File: config.mk
export PLATFORM = sky130hd
export DESIGN_NAME = psum_fifo_ctrl
export DESIGN_NICKNAME = d
export VERILOG_FILES = /design/src/rtl/psum_fifo_ctrl_pkg.sv /design/src/rtl/psum_fifo_ctrl_wrap_cnt.sv /design/src/rtl/psum_fifo_ctrl.sv
export SDC_FILE = /design/constraint.sdc
export NUM_CORES = 1
export LEC_CHECK = 0
export ABC_CLOCK_PERIOD_IN_PS = 5800
export CAP_MARGIN = 40
export CORE_ASPECT_RATIO = 0.8
export CORE_MARGIN = 1.5
export CORE_UTILIZATION = 40
export DETAILED_ROUTE_END_ITERATION = 8
export GPL_TIMING_DRIVEN = 0
export MAX_ROUTING_LAYER = met4
export PLACE_DENSITY_LB_ADDON = 0.12
export SLEW_MARGIN = 40
export SYNTH_ARGS = -nofsm -noshare
export SYNTH_HDL_FRONTEND = slang
export SYNTH_SLANG_ARGS = --single-unit
File: constraint.sdc
create_clock -name clk -period 5.8 [get_ports clk]
set_clock_uncertainty 0.1 [all_clocks]
set_input_delay 0.58 -clock clk [delete_from_list [all_inputs] [get_ports clk]]
set_output_delay 0.58 -clock clk [all_outputs]
set_load 0.03 [all_outputs]
File: src/rtl/psum_fifo_ctrl_pkg.sv
// Shared types and helpers for the partial-sum FIFO controller.
package conv_ctrl_pkg;

    // Controller phases: prefill, steady-state delay line, flush, frame-end pulse.
    typedef enum logic [2:0] {
        ST_IDLE   = 3'd0,
        ST_FILL   = 3'd1,
        ST_STREAM = 3'd2,
        ST_DRAIN  = 3'd3,
        ST_DONE   = 3'd4
    } psum_state_t;

    // Bits needed to hold the values 0..n inclusive (at least 1).
    function automatic int unsigned cnt_width(input int unsigned n);
        return (n < 1) ? 1 : $clog2(n + 1);
    endfunction

endpackage

File: src/rtl/psum_fifo_ctrl_wrap_cnt.sv
// Modulo-MOD counter with synchronous clear, enable and carry-out on wrap.
module wrap_cnt
    import conv_ctrl_pkg::*;
#(
    parameter int unsigned MOD = 8,
    parameter int unsigned W   = $clog2(MOD)
) (
    input  logic         clk,
    input  logic         rst_n,
    input  logic         clr,
    input  logic         en,
    output logic [W-1:0] cnt,
    output logic         carry
);

    localparam logic [W-1:0] LAST = W'(MOD - 1);

    assign carry = en && (cnt == LAST);

    // Count enabled cycles, wrapping to zero after MOD-1.
    always_ff @(posedge clk) begin
        if (!rst_n) begin
            cnt <= '0;
        end else if (clr) begin
            cnt <= '0;
        end else if (en) begin
            cnt <= carry ? '0 : cnt + 1'b1;
        end
    end

endmodule

File: src/rtl/psum_fifo_ctrl.sv
// Drives a SYNCH_FIFO's strobes so it behaves as a fixed DELAY-sample delay line,
// tags delayed samples with row/col, drains at frame end, flags illegal accesses.
module psum_fifo_ctrl
    import conv_ctrl_pkg::*;
#(
    parameter int unsigned IMG_W = 64,
    parameter int unsigned IMG_H = 64,
    parameter int unsigned DEPTH = 61,
    parameter int unsigned DELAY = 60
) (
    input  logic                     clk,
    input  logic                     rst_n,
    input  logic                     start,
    input  logic                     in_valid,
    output logic                     in_ready,
    input  logic                     fifo_empty,
    input  logic                     fifo_full,
    output logic                     fifo_wr_en,
    output logic                     fifo_rd_en,
    output logic                     out_valid,
    output logic [$clog2(IMG_W)-1:0] out_col,
    output logic [$clog2(IMG_H)-1:0] out_row,
    output logic                     busy,
    output logic                     frame_done,
    output logic                     proto_err
);

    localparam int unsigned TOTAL = IMG_W * IMG_H;
    localparam int unsigned CW    = cnt_width(TOTAL);
    localparam int unsigned COL_W = $clog2(IMG_W);
    localparam int unsigned ROW_W = $clog2(IMG_H);

    localparam logic [CW-1:0] DELAY_C = CW'(DELAY);
    localparam logic [CW-1:0] TOTAL_C = CW'(TOTAL);
    localparam logic [CW-1:0] OUT_N_C = CW'(TOTAL - DELAY);

    psum_state_t   state, state_nxt;
    logic [CW-1:0] acc_cnt;
    logic [CW-1:0] acc_inc;
    logic [CW-1:0] out_idx;
    logic          xfer;
    logic          frame_clr;
    logic          col_carry;
    logic          row_carry;

    assign xfer      = in_valid && in_ready;
    assign acc_inc   = acc_cnt + 1'b1;
    assign frame_clr = (state == ST_IDLE) && start;

    // State register.
    always_ff @(posedge clk) begin
        if (!rst_n) begin
            state <= ST_IDLE;
        end else begin
            state <= state_nxt;
        end
    end

    // Next-state: phase changes are triggered by the transfer that reaches the boundary.
    always_comb begin
        state_nxt = state;
        unique case (state)
            ST_IDLE:   if (start) state_nxt = ST_FILL;
            ST_FILL:   if (xfer && (acc_inc == DELAY_C)) state_nxt = ST_STREAM;
            ST_STREAM: if (xfer && (acc_inc == TOTAL_C)) state_nxt = ST_DRAIN;
            ST_DRAIN:  if (fifo_empty) state_nxt = ST_DONE;
            ST_DONE:   state_nxt = ST_IDLE;
            default:   state_nxt = ST_IDLE;
        endcase
    end

    // Outputs: strobes are combinational so the FIFO write lands on the accepting edge.
    always_comb begin
        in_ready   = 1'b0;
        fifo_wr_en = 1'b0;
        fifo_rd_en = 1'b0;
        busy       = (state != ST_IDLE);
        frame_done = 1'b0;
        unique case (state)
            ST_FILL: begin
                in_ready   = 1'b1;
                fifo_wr_en = in_valid;
            end
            ST_STREAM: begin
                in_ready   = 1'b1;
                fifo_wr_en = in_valid;
                fifo_rd_en = in_valid;
            end
            ST_DRAIN: fifo_rd_en = !fifo_empty;
            ST_DONE:  frame_done = 1'b1;
            default: ;
        endcase
    end

    // Accepted-sample counter for the current frame.
    always_ff @(posedge clk) begin
        if (!rst_n) begin
            acc_cnt <= '0;
        end else if (frame_clr) begin
            acc_cnt <= '0;
        end else if (xfer) begin
            acc_cnt <= acc_inc;
        end
    end

    // out_valid follows a STREAM read by one cycle, matching the FIFO's registered data_out.
    always_ff @(posedge clk) begin
        if (!rst_n) begin
            out_valid <= 1'b0;
        end else begin
            out_valid <= (state == ST_STREAM) && fifo_rd_en;
        end
    end

    // Linear index of the sample currently presented on out_valid.
    always_ff @(posedge clk) begin
        if (!rst_n) begin
            out_idx <= '0;
        end else if (frame_clr) begin
            out_idx <= '0;
        end else if (out_valid) begin
            out_idx <= out_idx + 1'b1;
        end
    end

    // Sticky protocol error: write while full or read while empty.
    always_ff @(posedge clk) begin
        if (!rst_n) begin
            proto_err <= 1'b0;
        end else if ((fifo_wr_en && fifo_full) || (fifo_rd_en && fifo_empty)) begin
            proto_err <= 1'b1;
        end
    end

    // Tags advance after each presented sample, so they describe out_idx while out_valid is high.
    wrap_cnt #(.MOD(IMG_W), .W(COL_W)) u_col_cnt (
        .clk   (clk),
        .rst_n (rst_n),
        .clr   (frame_clr),
        .en    (out_valid),
        .cnt   (out_col),
        .carry (col_carry)
    );

    wrap_cnt #(.MOD(IMG_H), .W(ROW_W)) u_row_cnt (
        .clk   (clk),
        .rst_n (rst_n),
        .clr   (frame_clr),
        .en    (col_carry),
        .cnt   (out_row),
        .carry (row_carry)
    );

    // Tagging never runs past the last output of a frame.
    a_idx_range: assert property (@(posedge clk) disable iff (!rst_n)
        out_valid |-> (out_idx < OUT_N_C));
    a_no_row_wrap: assert property (@(posedge clk) disable iff (!rst_n)
        !row_carry);

endmodule

==> results.md <==
* Layout Utilization at 53.85%
* Vias at 1,480
* HPWL after DPL at 2672 um
* Hold Path Class: reg2reg
* Distinct cells, synth at 54
* Crit start category: primary input
* TritonCTS clock tree: built
* CTS Hold Buffers Added at 0
* Commonest non-fill, non-tap cell in the layout: nor2_1
* Total global routing overflow at 0
* Mapped Avg Cell Area at 8.636 um^2
* Post-route minimum period at 3.187 ns
* Logic pwr share at 6.3%
* PortBufs at 24
* Net Switching at 98.79 uW
* Synth area leaders: dfxtp_1, nor2_1, xor2_1, xnor2_1, nand2_1
* Worst path arrival time at 2.51 ns
* Switch share at 22.27%
* Sequential cell area fraction in the yosys report at 35.66%
* R2R depth at 7
* Post-route DRC violation count at 0
* Syn_nets at 205
* Top cell family by delay on the critical path: buffers and inverters
* # rows at 20
* Critical path's slowest cell: clkdlybuf4s50_1
* Area grow syn2layout at 24.81%
* Share of layout cells above drive strength 1 at 13.66%
* Wire length of the first global-routing pass at 6210 um
* Slew Limit Fails at 0
* DRT iter0 DRCs at 122
* Clk buf depth at 2
* CTS resizes at 0
* Mapped cell area at 1684 um^2
* Buf/Inv on CP at 3
* DR WL/cell at 13.31 um
* Clk sinks at 30
* Placed insts at 274
* Design Power at 443.5 uW
* Core ar. at 3904 um^2
* Sequential share of power at 47.0%
* Static leakage at 0.7188 nW
* Post-CTS setup repair buffer count at 0
* CTS buffer count at 5
* Final Instance Count excl. Fillers at 282
* Synth top area share at 35.66%
* Final setup TNS at 0 ns
* Maximum VDD drop at 0.0001047 V
* P_int at 344.7 uW
* RSZ-0062 raised after global routing: no
* Worst-margin pin slew at 0.6369 ns
* CTS H-tree lvls at 2
* Dominant cell type by area after synthesis: dfxtp_1
* Yosys Warn Count at 0
* Dominant synthesized flop cell: dfxtp_1
* Syn Inst Count at 195
* Critical path type: in2out
* Final setup vio count at 0
* Vias per std cell at 5.248
* Antenna fix cells at 0
* Hold Vio Cnt, Final at 0
* Slew HR at 57.18%
* Post-synth EDFFs at 0
* Placer Congestion at 0.8963
* Total die area at 4611 um^2
* CP cell instances: clkdlybuf4s50_1 -> inv_1 -> nor3_2 -> clkdlybuf4s50_1
* Hold path depth at 2
* Critical Path Most Common Cell: clkdlybuf4s50_1
* Clock power frac at 46.7%
* Period utilization at 54.95%
* Fmax at 0.3137 GHz
* CTS root buf: clkbuf_8
* Initial Util at 43.14%
* Crit Path Max Fanout at 7
* Vias in the first global route at 1,362
* WP depth at 4
* Max_cap viols at 0
* Antenna-violating nets left at 0
* Endpoint class of the critical path: primary output
* Status: completed
* Die X at 75.55 um
* Clk slew on worst S/H paths at 0.06 ns
* FF+latch count, synth at 30
* Initial antenna violation count at 0
* Worst path max stage delay at 0.79 ns
* 1st-pass router iterations at 5
* Commonest cells after routing, fill and taps aside: nor2_1, dfxtp_1, clkdlybuf4s50_1
* Final WL at 3753 um
* Pwr Density at 211.0 nW/um^2
* All-layer global routing usage at 18.68%
* Critical path required time at 5.12 ns
* Async set-reset flop share out of synthesis at 0%
* Clk_lat worst skew at 0.28 ns
* IO Pins at 25
* Final #Nets at 236
* Die height at 61.04 um
* Largest net degree at the start of global routing at 11
-- registers in the layout, indices dropped and copies added (netlist names) --
name           cells
out_valid          1
acc_cnt           13
proto_err          1
u_row_cnt.cnt      6
state              3
u_col_cnt.cnt      6
-- final timing paths --
kind,slack [ns],start,end
setup / recovery,2.61,in_valid,fifo_wr_en
hold / removal,0.44,acc_cnt[12],acc_cnt[12]
setup reg to reg,3.34,acc_cnt[0],state[1]
hold reg to reg,0.44,acc_cnt[12],acc_cnt[12]
-- power groups by stage --
| stage | sequential (mW) | combinational, mW | clock, mW |
|---|---|---|---|
| global route | 0.208 | 0.0301 | 0.223 |
| CTS | 0.208 | 0.0281 | 0.212 |
| finish | 0.209 | 0.0280 | 0.207 |
| floorplan | 0.213 | 0.0160 | 0 |
| global placement | 0.213 | 0.0273 | 0 |
| detailed placement | 0.213 | 0.0278 | 0 |
-- through the flow --
stage	hold slack, ns	cell area (um^2)	worst slack [ns]
6_report	0.4439	2102	2.613
5_1_grt	0.4925	2102	2.506
4_1_cts	0.4447	2102	2.618
3_5_place_dp	0.4223	1993	2.624
3_3_place_gp	0.4236	1993	2.643
2_1_floorplan	0.3996	1684	3.558
-- worst reg2reg max path, delay by kind of cell (launching register included) --
kind                       cells  cell delay [ns]
and+or+nand+nor                3             0.71
DFF                            1             0.53
adders and majority gates      1             0.39
muxes                          1             0.30
xor gates and xnor gates       1             0.19
AOI/OAI and AO/OA              1             0.18
-- synth_stat cells (2+ instances only) --
cell type / number
mux2i_1: 3
nand2b_1: 3
mux2_2: 2
nor2b_1: 2
a41oi_1: 2
o21ai_0: 2
and2_1: 2
xor2_1: 13
nor4_1: 2
nor2_1: 33
dfxtp_1: 30
nand4_1: 7
buf_4: 3
nor3_1: 4
inv_1: 4
a21oi_1: 5
nand2_1: 15
clkbuf_1: 4
xnor2_1: 11
nor4_2: 2
nand3_1: 10
ha_1: 4
-- metal layers --
metal / GRT usage (%) / part of all wire [%] / wire [um] / up-vias
met3: 4.910 / 5.6 / 212 / 2
met2: 27.69 / 44 / 1652 / 40
met1: 25.10 / 50 / 1872 / 690
li1: - / - / - / 748
met5: - / 0 / 0 / -
met4: 5.612 / 0.43 / 16 / 0
-- cells by family (layout without fill, tap and decap cells) --
logic type	Yosys count	count (layout)	share of synthesized area [%]
flip-flops	30	30	35.66
AND/OR/NAND/NOR	91	91	28.23
XOR/XNOR	24	24	12.48
multiplexers	7	7	4.829
AO/OA/AOI/OAI	25	25	11.52
adder cells (fa/ha/maj)	4	4	2.972
buffers and inverters	14	46	4.308
-- layout make-up --
class                      count  area, um^2
timing repair buffer          24       240.2
sequential                    30       600.6
buffer                        10       57.56
inverter                       4       15.01
multi-input combinational    151        1011
fill                         377        1802
clock inverter                 3       40.04
clock buffer                   5       68.82
tap                           55       68.82
(Power assumes the default switching activity.)
